## src/rtl/neuron_argmax.sv

```systemverilog
// Running argmax over a frame of NUM_NEURONS signed Q8.8 scores, with the result held on a valid/ready port.
// Optional NEURON_ARGMAX_RELU_EN clamps negative scores to zero before they are compared and stored.
module neuron_argmax #(
   parameter int NUM_NEURONS = 10,
   parameter int DATA_WIDTH  = 16,
   parameter int IDX_WIDTH   = 4
) (
   input  logic                  clk,
   input  logic                  reset,
   input  logic                  in_valid,
   output logic                  in_ready,
   input  logic [DATA_WIDTH-1:0] in_data,
   input  logic                  in_last,
   output logic                  out_valid,
   input  logic                  out_ready,
   output logic [IDX_WIDTH-1:0]  out_class,
   output logic [DATA_WIDTH-1:0] out_score,
   output logic                  frame_err
);

   typedef enum logic {ACCUM, HOLD} state_t;

   localparam logic [IDX_WIDTH-1:0] LAST_IDX = IDX_WIDTH'(NUM_NEURONS - 1);

   state_t                        state, state_nxt;
   logic [IDX_WIDTH-1:0]          cnt, max_idx, idx_nxt;
   logic signed [DATA_WIDTH-1:0]  max_val, val_nxt, score;
   logic                          accept, is_first, is_last;

   assign in_ready  = (state == ACCUM);
   assign out_valid = (state == HOLD);
   assign accept    = in_valid & in_ready;
   assign is_first  = (cnt == '0);
   assign is_last   = (cnt == LAST_IDX);

`ifdef NEURON_ARGMAX_RELU_EN
   assign score = in_data[DATA_WIDTH-1] ? '0 : in_data;
`else
   assign score = in_data;
`endif

   always_comb begin
      state_nxt = state;
      case (state)
         ACCUM:   if (accept && is_last) state_nxt = HOLD;
         HOLD:    if (out_ready)         state_nxt = ACCUM;
         default: state_nxt = ACCUM;
      endcase
   end

   // Strict greater-than so a tie leaves the earlier index as winner.
   always_comb begin
      val_nxt = max_val;
      idx_nxt = max_idx;
      if (is_first) begin
         val_nxt = score;
         idx_nxt = '0;
      end else if (score > max_val) begin
         val_nxt = score;
         idx_nxt = cnt;
      end
   end

   always_ff @(posedge clk or negedge reset) begin
      if (!reset) begin
         state     <= ACCUM;
         cnt       <= '0;
         max_val   <= '0;
         max_idx   <= '0;
         out_class <= '0;
         out_score <= '0;
         frame_err <= 1'b0;
      end else begin
         state     <= state_nxt;
         frame_err <= accept & (in_last != is_last);
         if (accept) begin
            max_val <= val_nxt;
            max_idx <= idx_nxt;
            cnt     <= is_last ? '0 : cnt + IDX_WIDTH'(1);
            // Publish the winner including this beat's own compare.
            if (is_last) begin
               out_class <= idx_nxt;
               out_score <= val_nxt;
            end
         end
      end
   end

endmodule

```

## config.mk

```make
export PLATFORM = sky130hd
export DESIGN_NAME = neuron_argmax
export DESIGN_NICKNAME = d
export VERILOG_FILES = /design/src/rtl/neuron_argmax.sv
export SDC_FILE = /design/constraint.sdc
export NUM_CORES = 1
export LEC_CHECK = 0
export CORE_MARGIN = 2
export CORE_UTILIZATION = 52
export DETAILED_ROUTE_END_ITERATION = 8
export PLACE_DENSITY = 0.88
export SLEW_MARGIN = 20
export SYNTH_ARGS = -nofsm -noshare
export SYNTH_HDL_FRONTEND = slang
export SYNTH_SLANG_ARGS = --single-unit
```

## constraint.sdc

```tcl
create_clock -name clk -period 3.5 [get_ports clk]
set_input_delay 0.7 -clock clk [delete_from_list [all_inputs] [get_ports clk]]
set_output_delay 0.7 -clock clk [all_outputs]
set_load 0.05 [all_outputs]
```

==> results.sh <==
export IMPL_slew_hr_pct=61.7
export IMPL_layout_setup_ws_ps=337
export IMPL_fin_tns_setup_ps=0
export IMPL_total_number_of_vias=1791
export IMPL_share_of_the_clock_period_used_by_the_worst_path_pct=90.4
export IMPL_top_signal_layer_used="met4"
export IMPL_num_antenna_cells=0
export IMPL_ys_types=34
export IMPL_die_height_microns=72.8
export IMPL_hold_viol=0
export IMPL_final_setup_skew_ps=8.62
export IMPL_detailed_placer_s_ending_hpwl_microns=3300
export IMPL_share_of_post_route_cells_with_drive_strength_above_1_pct=13.4
export IMPL_globalplace_congestion=0.777
export IMPL_maxSlewViolCount=0
export IMPL_finalWorstPathRequiredPeriod_ps=3160
export IMPL_cellPowerDensity_nw_per_um2=1050
export IMPL_syn_num_nets=265
export IMPL_io_pin_count=44
export IMPL_cells_after_synth=228
export IMPL_status="complete, no violations"
export IMPL_clk_pin_slew_ps=90
export IMPL_insertion_delay_ps=300
export IMPL_antenna_left=0
export IMPL_max_h_tree_level=2
export IMPL_number_of_gates_resized_after_cts=0
export IMPL_worst_path_max_fanout=17
export IMPL_post_synthesis_area_per_instance_sq_um=10.8
export IMPL_met3WireLength_microns=206
export IMPL_cts_buffers_inserted=5
export IMPL_layout_filler_cells=363
export IMPL_fin_area_sq_um=3040
export IMPL_grt_first_pass_wirelength_microns=8010
export IMPL_cts_sink_count=46
export IMPL_timing_critical_path_required_ps=3690
export IMPL_dr_first_iter_drc_count=82
export IMPL_critical_path_start_type="primary input"
export IMPL_sort_of_element_at_the_end_of_the_critical_path="flop"
export IMPL_maxCapViolCount=0
export IMPL_synth_most_common_cell="dfrtp_1"
export IMPL_std_cell_rows=25
export IMPL_synth_area_leader_cell="dfrtp_1"
export IMPL_cp_arrival_ps=3350
export IMPL_ys_ff_latch=46
export IMPL_design_die_area_sq_um=5300
export IMPL_drt_vias_per_instance=5.41
export IMPL_grt_setup_unrepaired="no"
export IMPL_post_place_cells=323
export IMPL_drt_pre_antenna_iters=4
export IMPL_die_width_microns=72.8
export IMPL_synth_cell_area_sq_um=2460
export IMPL_cts_root_buffer="clkbuf_8"
export IMPL_first_global_vias=1788
export IMPL_fin_hold_ws_ps=390
export IMPL_core_sq_um=4630
export IMPL_areaGrowthSynthToFinish_pct=23.5
export IMPL_final_core_utilization_pct=65.6
export IMPL_cts_hold_buf=0
export IMPL_drt_met1_wl_microns=2110
export IMPL_synth_top_cell_area_share_pct=46.8
export IMPL_synth_enable_flop_cells=0
export IMPL_post_synth_main_area_contributors="dfrtp_1 (47%), ha_1 (8.1%), mux2i_1 (6.9%)"
export IMPL_initial_util_pct=53.2
export IMPL_leakage_nw=1.38
export IMPL_placement_setup_worst_slack_ps=22.9
export IMPL_tritoncts="built"
export IMPL_num_nets_final=313
export IMPL_grt_util_all_layers_pct=19.4
export IMPL_timing_setup_critical_path_class="primary input to flop"
export IMPL_maximum_vdd_ir_drop_mv=0.430
export IMPL_post_layout_nonfiller_instances=331
export IMPL_number_of_antenna_violations_at_the_first_check_in_global_routing=0
export IMPL_wl_per_cell_microns=14.0
export IMPL_setup_violations_final=0
export IMPL_finalPower_mw=3.18
export IMPL_number_of_buffers_on_the_longest_clock_path=2
export IMPL_ys_async_sr_fraction_pct=100
export IMPL_grt_overflow_total=0
export IMPL_max_clock_freq_ghz=0.316
export IMPL_detailed_place_area_sq_um=2950
export IMPL_totalWireLength_microns=4620
export IMPL_post_cts_setup_buffer_count=0
export IMPL_portBuffers=43
export IMPL_drc=0
export IMPL_worst_pin_slew_ps=574
export IMPL_yosys_warnings=0
export IMPL_yosysSeqAreaShare_pct=46.8
export IMPL_ys_top_cells_by_count="dfrtp_1 (46), a21oi_1 (28), nor2_1 (25)"
export IMPL_met2WireLength_microns=2230
export IMPL_synthFlopType="dfrtp_1"
export IMPL_worstHoldPathType="primary input to asynchronous set/reset pin"
export IMPL_grt_max_degree=47
final cells by class:
type / count / area (sq um) / share of cell area [%]
Clock buffer: 7 / 86.3 / 2.84
Clock inverter: 1 / 5.00 / 0.165
Inverter: 23 / 86.3 / 2.84
Multi-Input combinational cell: 152 / 1180 / 38.7
Sequential cell: 46 / 1150 / 37.9
Tap cell: 54 / 67.6 / 2.22
Timing Repair Buffer: 48 / 465 / 15.3
metal layers:
layer	GRT usage [%]	up-vias
li1	-	885
met2	31.8	43
met5	0	-
met4	6.17	0
met1	25.1	855
met3	5.39	8
kinds of logic after synthesis:
kind of cell / share of synthesized area (%)
simple gates: 10.8
buf+inv: 5.49
compound gates: 10.8
xor+xnor: 1.07
flops: 46.8
mux: 17.0
fa+ha+maj: 8.13
cells in the final DEF, fill, tap and decap left out, types with 3 or more instances in the layout:
cell             count
buf_4                6
o21ai_0              7
nand3_1              5
mux2_4               9
nor2_1              24
inv_1               23
clkbuf_8             6
mux2i_1             17
nand4_1              3
ha_1                16
nand2_1              8
a21oi_1             28
mux2_2               8
dfrtp_1             46
nor2b_1              3
clkdlybuf4s50_1     42
path summary, 6_finish.rpt:
check | slack, ps | to | start | depth (start not counted)
worst min-delay path | 390 | out_score[8] | reset | 1
min in group clk | 530 | max_idx[2] | max_idx[2] | 2
worst max-delay path | 340 | max_val[5] | in_data[15] | 10
worst max register to register | 800 | max_val[5] | max_val[15] | 10
max in group asynchronous | 2720 | cnt[3] | reset | 1
worst min register to register | 530 | max_idx[2] | max_idx[2] | 2
report_power, final:
part	switching [mW]	total, mW	internal, mW
logic	1.07	1.86	0.792
clock network	0.174	0.334	0.159
registers	0.187	0.981	0.794
critical path, cell delays in order:
cell,delay (ps)
clkdlybuf4s50_1,450
ha_1,350
nand4_2,150
or2_1,270
a211oi_1,320
nor3_4,80
mux2i_4,200
buf_4,160
nor2_8,290
mux2_2,380
state kept, by name, summed over array words and instances (netlist names):
register / flops
cnt: 4
frame_err: 1
max_idx: 4
max_val: 16
out_class: 4
out_score: 16
out_valid: 1
Power figures use the tool's default switching activity.
